==> src/rtl/imm_pkg.sv <==
// Shared definitions for the immediate encoder and the extend decoder:
// immediate-source mode codes, encoder state enum and the direct-mode encode helper.
package imm_pkg;

    localparam logic [1:0] IMM_DP8   = 2'b00;
    localparam logic [1:0] IMM_MEM12 = 2'b01;
    localparam logic [1:0] IMM_BR24  = 2'b10;
    localparam logic [1:0] IMM_ROT   = 2'b11;

    typedef enum logic [1:0] {
        ST_IDLE   = 2'd0,
        ST_SEARCH = 2'd1,
        ST_RESP   = 2'd2
    } state_e;

    typedef struct packed {
        logic        ok;
        logic [23:0] field;
    } imm_res_t;

    // Single-cycle encoding for the non-rotated modes; field stays 0 when not encodable.
    function automatic imm_res_t encode_direct(input logic [1:0] mode, input logic [31:0] value);
        imm_res_t res;
        res = '0;
        case (mode)
            IMM_DP8: begin
                if (value[31:8] == 24'd0) begin
                    res.ok    = 1'b1;
                    res.field = {16'd0, value[7:0]};
                end
            end
            IMM_MEM12: begin
                if (value[31:12] == 20'd0) begin
                    res.ok    = 1'b1;
                    res.field = {12'd0, value[11:0]};
                end
            end
            IMM_BR24: begin
                if (value[1:0] == 2'b00 && value[31:26] == {6{value[25]}}) begin
                    res.ok    = 1'b1;
                    res.field = value[25:2];
                end
            end
            default: res = '0;
        endcase
        return res;
    endfunction

endpackage

==> src/rtl/imm_rot_check.sv <==
// Tests one rotation of the rotated-immediate search: rotates value left by 2*rot
// and reports whether the result fits in eight bits.
module imm_rot_check (
    input  logic [31:0] value,
    input  logic [3:0]  rot,
    output logic        hit,
    output logic [7:0]  imm8
);

    logic [5:0]  sh;
    logic [31:0] cand;

    // A shift by 32 yields 0, so rot 0 needs no special case.
    always_comb begin
        sh   = {1'b0, rot, 1'b0};
        cand = (value << sh) | (value >> (6'd32 - sh));
    end

    assign hit  = (cand[31:8] == 24'd0);
    assign imm8 = cand[7:0];

endmodule

==> src/rtl/imm_encoder.sv <==
// Immediate-field encoder: inverse of extend, with a one-rotation-per-cycle
// search for the rotated data-processing immediate.
//
// state     | meaning
// ST_IDLE   | waiting for a request, in_ready high
// ST_SEARCH | rotated mode, testing rotation rot_q this cycle
// ST_RESP   | result held on ok/field until out_ready
module imm_encoder
    import imm_pkg::*;
#(
    parameter int MAX_ROT = 15
) (
    input  logic        clk,
    input  logic        reset,
    input  logic        in_valid,
    output logic        in_ready,
    input  logic [1:0]  mode,
    input  logic [31:0] value,
    output logic        out_valid,
    input  logic        out_ready,
    output logic        ok,
    output logic [23:0] field
);

    state_e      state_q, state_d;
    logic [31:0] value_q, value_d;
    logic [3:0]  rot_q, rot_d;
    logic        ok_q, ok_d;
    logic [23:0] field_q, field_d;
    logic        out_valid_q, out_valid_d;

    logic        rot_hit;
    logic [7:0]  rot_imm8;
    imm_res_t    direct_res;

    imm_rot_check u_rot_check (
        .value (value_q),
        .rot   (rot_q),
        .hit   (rot_hit),
        .imm8  (rot_imm8)
    );

    assign direct_res = encode_direct(mode, value);

    always_comb begin
        state_d     = state_q;
        value_d     = value_q;
        rot_d       = rot_q;
        ok_d        = ok_q;
        field_d     = field_q;
        out_valid_d = out_valid_q;
        case (state_q)
            ST_IDLE: begin
                if (in_valid) begin
                    value_d = value;
                    if (mode == IMM_ROT) begin
                        rot_d   = 4'd0;
                        state_d = ST_SEARCH;
                    end else begin
                        ok_d        = direct_res.ok;
                        field_d     = direct_res.field;
                        out_valid_d = 1'b1;
                        state_d     = ST_RESP;
                    end
                end
            end
            ST_SEARCH: begin
                if (rot_hit) begin
                    ok_d        = 1'b1;
                    field_d     = {12'd0, rot_q, rot_imm8};
                    out_valid_d = 1'b1;
                    state_d     = ST_RESP;
                end else if (rot_q == 4'(MAX_ROT)) begin
                    ok_d        = 1'b0;
                    field_d     = 24'd0;
                    out_valid_d = 1'b1;
                    state_d     = ST_RESP;
                end else begin
                    rot_d = rot_q + 4'd1;
                end
            end
            ST_RESP: begin
                if (out_ready) begin
                    out_valid_d = 1'b0;
                    state_d     = ST_IDLE;
                end
            end
            default: state_d = ST_IDLE;
        endcase
    end

    always_ff @(posedge clk or posedge reset) begin
        if (reset) begin
            state_q     <= ST_IDLE;
            value_q     <= 32'd0;
            rot_q       <= 4'd0;
            ok_q        <= 1'b0;
            field_q     <= 24'd0;
            out_valid_q <= 1'b0;
        end else begin
            state_q     <= state_d;
            value_q     <= value_d;
            rot_q       <= rot_d;
            ok_q        <= ok_d;
            field_q     <= field_d;
            out_valid_q <= out_valid_d;
        end
    end

    assign in_ready  = (state_q == ST_IDLE);
    assign out_valid = out_valid_q;
    assign ok        = ok_q;
    assign field     = field_q;

endmodule

==> config.mk <==
export PLATFORM = sky130hd
export DESIGN_NAME = imm_encoder
export DESIGN_NICKNAME = d
export VERILOG_FILES = /design/src/rtl/imm_pkg.sv /design/src/rtl/imm_rot_check.sv /design/src/rtl/imm_encoder.sv
export SDC_FILE = /design/constraint.sdc
export NUM_CORES = 1
export LEC_CHECK = 0
export ABC_AREA = 1
export CAP_MARGIN = 20
export CORE_ASPECT_RATIO = 0.5
export CORE_MARGIN = 4
export CORE_UTILIZATION = 35
export DETAILED_ROUTE_END_ITERATION = 7
export PLACE_DENSITY_LB_ADDON = 0.08
export SETUP_SLACK_MARGIN = 0.5
export SYNTH_ARGS = -nofsm -noshare
export SYNTH_HDL_FRONTEND = slang
export SYNTH_SLANG_ARGS = --single-unit
==> constraint.sdc <==
create_clock -name clk -period 3.65 [get_ports clk]
set_input_delay 0.73 -clock clk [delete_from_list [all_inputs] [get_ports clk]]
set_output_delay 0.73 -clock clk [all_outputs]
set_load 0.005 [all_outputs]
Word level (Yosys, flattened, before mapping)
Index checks and enable logic that the tools add are counted.
{ "word_totals": {"reg_bits": 64, "out_inout_bits": 27, "input_bits": 38, "word_cells": 70} }
{ "op_classes": {"reduce_logical": 14, "n_addsub": 2, "mux": 31, "bitwise": 1, "eq_ne": 14, "n_shift": 2} }
{ "ops": {"columns": ["cell", "n"], "rows": [
  ["$mux 24", 4],
  ["$mux 25", 3],
  ["$pmux 25 s3", 1],
  ["$logic_not 24->1", 2],
  ["$pmux 24 s2", 1],
  ["$or 32x32->32", 1],
  ["$shl 32x5->32", 1],
  ["$shr 32x6->32", 1],
  ["$logic_not 20->1", 1],
  ["$mux 4", 4],
  ["$mux 2", 5],
  ["$ne 2x2->1 const B", 5],
  ["$reduce_and 5->1", 2],
  ["$mux 1", 9],
  ["$pmux 4 s2", 1],
  ["$eq 2x2->1 const B", 3],
  ["$eq 6x6->1", 1],
  ["$logic_not 2->1", 3],
  ["$pmux 2 s3", 1],
  ["$sub 6x5->6 const A", 1],
  ["$add 4x1->4 const B", 1],
  ["$eq 2x1->1 const B", 2],
  ["$eq 4x4->1 const B", 1],
  ["$reduce_and 4->1", 1],
  ["9 further kinds", 9]
]} }

Logic depth before layout (Yosys ltp)
{ "logic_depth": {"depth_word": 7, "depth_mapped": 22, "ltp_nobuf": 19} }

By module
A second synthesis with hierarchy kept.
{ "unflattened": {"cells_unflattened": 811, "hier_area_um2": 5230.0} }
{ "modules_own_cells": {"columns": ["mod", "seq_area_each_um2", "cells_each", "area_per_inst_um2", "n_inst"], "rows": [
  ["imm_encoder", 1601.5, 379, 3150.5, 1],
  ["imm_rot_check", 0.0, 432, 2079.5, 1]
]} }

Least setup slack after synthesis
Ideal clock, no wire load.
{ "synth_path": {"path_type": "register -> register", "from": "register rot_q[1]", "to": "register ok_q (netlist: ok)", "synth_period_minus_slack_ns": 2.735, "setup_slack_ns": 0.915, "setup_ns": 0.116, "stages_incl_launch_ff": 22, "path_buffers": 5, "arrival_ns": 2.619, "required_time_ns": 3.534, "cell_sequence": "dfrtp_1 -> buf_2 -> inv_2 -> buf_2 -> ha_1 -> inv_1 -> buf_1 -> nand3_1 -> nand2_1 -> nand2_1 -> nor2_1 -> nand3_1 -> nand3_1 -> nor2_1 -> nor2_2 -> nand2_2 -> nand2_2 -> nand3_4 -> buf_6 -> buf_6 -> nand2_1 -> nand2_1"} }
{ "synth_between": {"elab_chain_len": 6, "elab_cells_between_ends": 10, "cone_classes": "1 x add/sub; 2 x eq/ne; 2 x shift; 2 x mux; 1 x bitwise; 2 x reduce/logical"} }
{ "synth_rtl": {"columns": ["element", "line_no", "rtl"], "rows": [
  ["from (decl)", "imm_encoder.sv:27", "logic [3:0] rot_q, rot_d;"],
  ["from (signal assigned)", "imm_encoder.sv:103", "rot_q <= rot_d;"],
  ["$sub 6x5->6", "imm_rot_check.sv:16", "cand = (value << sh) | (value >> (6'd32 - sh));"],
  ["$shr 32x6->32", "imm_rot_check.sv:16", null],
  ["$or 32x32->32", "imm_rot_check.sv:16", null],
  ["$logic_not 24->1", "imm_rot_check.sv:19", "assign hit = (cand[31:8] == 24'd0);"],
  ["$ne 3x3->1 (no source line) / $mux 1 (equally long branches)", null, null],
  ["$reduce_and 4->1 (no source line) / $pmux 1 s2 (equally long branches)", null, null],
  ["to (signal assigned)", "imm_encoder.sv:104", "ok_q <= ok_d;"],
  ["to (decl)", "imm_encoder.sv:28", "logic ok_q, ok_d;"]
]} }
Parallel ways exist; a longest one is shown, timed or not.
A chain may end at the register's enable or synchronous reset.

Worst setup path in the final report
{ "layout_path": {"from": "register rot_q[0]", "to": "register field_q[22] (netlist: field[22])"} }
{ "layout_between": {"elab_chain_len": 6, "elab_cells_between_ends": 10, "cone_classes": "1 x add/sub; 2 x eq/ne; 2 x shift; 2 x mux; 1 x bitwise; 2 x reduce/logical"} }
{ "layout_rtl": {"columns": ["element", "line_no", "rtl"], "rows": [
  ["$sub 6x5->6", "imm_rot_check.sv:16", null],
  ["$shr 32x6->32", "imm_rot_check.sv:16", null],
  ["$or 32x32->32", "imm_rot_check.sv:16", null],
  ["$logic_not 24->1", "imm_rot_check.sv:19", null],
  ["$ne 3x3->1 (no source line) / $mux 24 (equally long branches)", null, null],
  ["$reduce_and 4->1 (no source line) / $pmux 24 s2 (equally long branches)", null, null],
  ["to (signal assigned)", "imm_encoder.sv:105", "field_q <= field_d;"],
  ["to (decl)", "imm_encoder.sv:29", "logic [23:0] field_q, field_d;"]
]} }
Parallel ways exist; a longest one is shown, timed or not.

==> impl_results.md <==
- Run status: completed
- Reg2reg start: rot_q[0]
- Largest net degree at the start of global routing: 43
- Clock Skew: between 0.005 and 0.006 ns
- RSZ-0062 raised after global routing: false
- Layout area overhead: 23.1%
- Design area: approximately 6000 sq um
- Core area: roughly 14000 sq um
- Leak: 2.99 nW
- Gr ovfl total: 0
- Cell variety after synth: 36
- Most frequent cell on the critical path: nand2_1
- WL/cell: 16.5 um
- Max-slew violations: 0
- Tightest Pin Transition: roughly 0.94 ns
- Fmax: 0.357 GHz
- Multi-input logic area: approximately 3000 sq um
- Synthesized Nets: roughly 830
- Hold buffer count at CTS: 0
- PwrDens: ~870 nW/um^2
- Clk slew on worst S/H paths: 0.06 ns
- PostCTS Resize Cnt: 0
- CTS tree: done
- Worst Hold Class: reg -> reg
- Crit start category: flip-flop
- Worst EP arrival: approximately 3 ns
- Vias in the first global route: 5215
- Largest stage delay, worst path: around 0.38 ns
- Period minus WS final: approximately 2.8 ns
- FF+latch count, synth: 64
- Starting Density: roughly 36%
- Syn Inst Count: about 800
- Ys async rst share: 100%
- Cell taking the most area after synthesis: dfrtp_1
- Drt total wl: 17200 um
- Hold violation count in the final report: 0
- Worst r2r path cells: 18
- Crit-path max FO: 31
- Slew HR: between 30% and 40%
- Detailed Route Iter0 Violations: slightly above 600
- Hold Path Depth: 2
- Fill count: ~1400
- Worst VDD drop: slightly above 0.0003 V
- Ys flop type: dfrtp_1
- Row cnt: 30
- Ant diodes: 0
- Drt via density: roughly 5.3
- Port bufs: 64
- Cell count along the critical path: 18
- Maxcap violations: 0
- Die Area: roughly 16000 sq um
- Met1 WL: around 9200 um
- DRC: 0
- Initial antenna violation count: 0
- Seq/Total Area, Yosys: between 30% and 40%
- Die H: 91.8 um
- Most instantiated library cell after synthesis: nand2_1
- Reg-to-reg critical path endpoint: field[22]
- Sequential cell area: between 1500 and 2000 sq um
- Worst skew pair latency: 0.33 ns
- Synth area leaders: dfrtp_1, nand2_1, nand3_1
- CP max stage cell: dfrtp_1
- Cell Area, Synth: 4910 sq um
- R2r setup slk: around 0.85 ns
- Post-synth EDFFs: 0
- Total negative setup slack: 0 ns
- Router iterations before antenna repair: 5
- Root Buffer: clkbuf_16
- Post-CTS setup buffer count: 0
- Synth cell count leaders: nand2_1, nand3_1, dfrtp_1
- Worst Hold End: ok
- Family with the most delay on the worst path: simple AND/OR/NAND/NOR gates
- Ports: 65
- Die span in x: around 180 um
- Core Util, Final: 44.4%
- Hold_sp: ok
- Sink Count: 64
- GPL Wtd Cong: roughly 1
- GR Util All Layers: a little over a fifth
- Buf/Inv on CP: 3
- Via count: approximately 5500
- Mean Syn Cell Area: 6.24 sq um
- Met2 wire len: 6320 um
- Layout cells sized above 1: under 10%
- # H-tree levels: 3
- Final #Nets: roughly 900
- Crit share post-route: between 70% and 80%
- Post-route ant nets: 0
- Met3 routed WL: roughly 1600 um
- First-pass GRT wire length: 28100 um
- Final setup fails: 0
- CP endpoint kind: flip-flop
- Hpwl dp: 13500 um
- WHS: around 0.48 ns
- Share of the synthesized area in the top cell type: about a third
- CTS Buf Count: 9
- Highest Signal Layer: met4
- CP cell instances: inv_2, ha_1, nand2_1, nand2_4, inv_2, nand3_1, nand2_1, nor2_1, nand2_1, nor2_1, nor2_1, nor2_2, nand2_2, nand2_2, nand3_4, buf_4, nand2_1, o21ai_0
- DP Area: about 5700 sq um
- Critical path data required time: about 3.9 ns
- Bufs on Longest Clock Path: 2
- Ys Warns: 0
- Setup CP Type: reg -> reg
## through the flow
| stage | cells | setup slack, ns | power, mW |
|---|---|---|---|
| after CTS | 1040 | 0.746 | 5.20 |
| after global routing | 1040 | 0.546 | 5.79 |
| final | 1040 | 0.852 | 5.28 |
| after floorplan | 787 | 0.915 | 3.45 |
| after global placement | 1024 | 0.693 | 4.28 |
| after detailed placement | 1024 | 0.640 | 4.25 |
## cell type report
cell class                 count  area share (%)
tap                          192            3.98
multi-input combinational    637            48.4
inverter                      51            3.17
sequential                    64            26.5
clock buffer                  11            4.02
clock inverter                 5            1.33
timing repair buffer          80            12.7
## tightest hold or removal path: cells and delay by family, from the launching register on
kind | cells | cell delay [ns]
and+or+nand+nor | 2 | 0.11
DFF | 1 | 0.34
## layout by cell type (no fill, tap or decap), types with 9 or more instances in the layout
cell and instances:
a21oi_1 14, buf_4 15, clkbuf_16 9, clkdlybuf4s50_1 64, dfrtp_1 64, inv_1 41, mux2_2 12, nand2_1 322
nand3_1 123, nor2_1 54, o21ai_0 36, o21ai_1 16, o22ai_1 9
## report_power, final
part           total (mW)  switching (mW)  internal (mW)
Sequential           1.15           0.225          0.920
Combinational        3.20            2.18           1.02
Clock               0.936           0.321          0.615
Total                5.28            2.72           2.56
## layer usage
metal	vias to the layer above	track usage, %
met3	14	5.81
met2	253	27.9
met1	2532	35.7
met5	-	0
met4	0	4.99
li1	2708	-
## worst max path at each step
stage | startpoint | endpoint | slack, ns
CTS | rot_q[0] | field[22] | 0.75
finish | rot_q[0] | field[22] | 0.85
global placement | value[30] | field[22] | 0.69
floorplan | rot_q[1] | ok | 0.91
detailed placement | value[30] | field[17] | 0.64
global route | rot_q[0] | field[23] | 0.55
## logic make-up (layout without fill, tap and decap cells)
group / count (synthesis) / after routing / share of synthesized area [%]
AND/OR/NAND/NOR: 531 / 531 / 45.6
AO/OA/AOI/OAI: 91 / 91 / 10.4
flip-flops: 64 / 64 / 32.6
multiplexers: 12 / 12 / 2.75
adder cells (fa/ha/maj): 2 / 2 / 0.509
buffers and inverters: 86 / 147 / 7.97
XOR/XNOR: 1 / 1 / 0.178
## flip-flops by register name (all words and copies together) (netlist names)
name and flops:
value_q 32, field 24, rot_q 4, state_q 2
ok 1, out_valid 1
(Power assumes the default switching activity.)
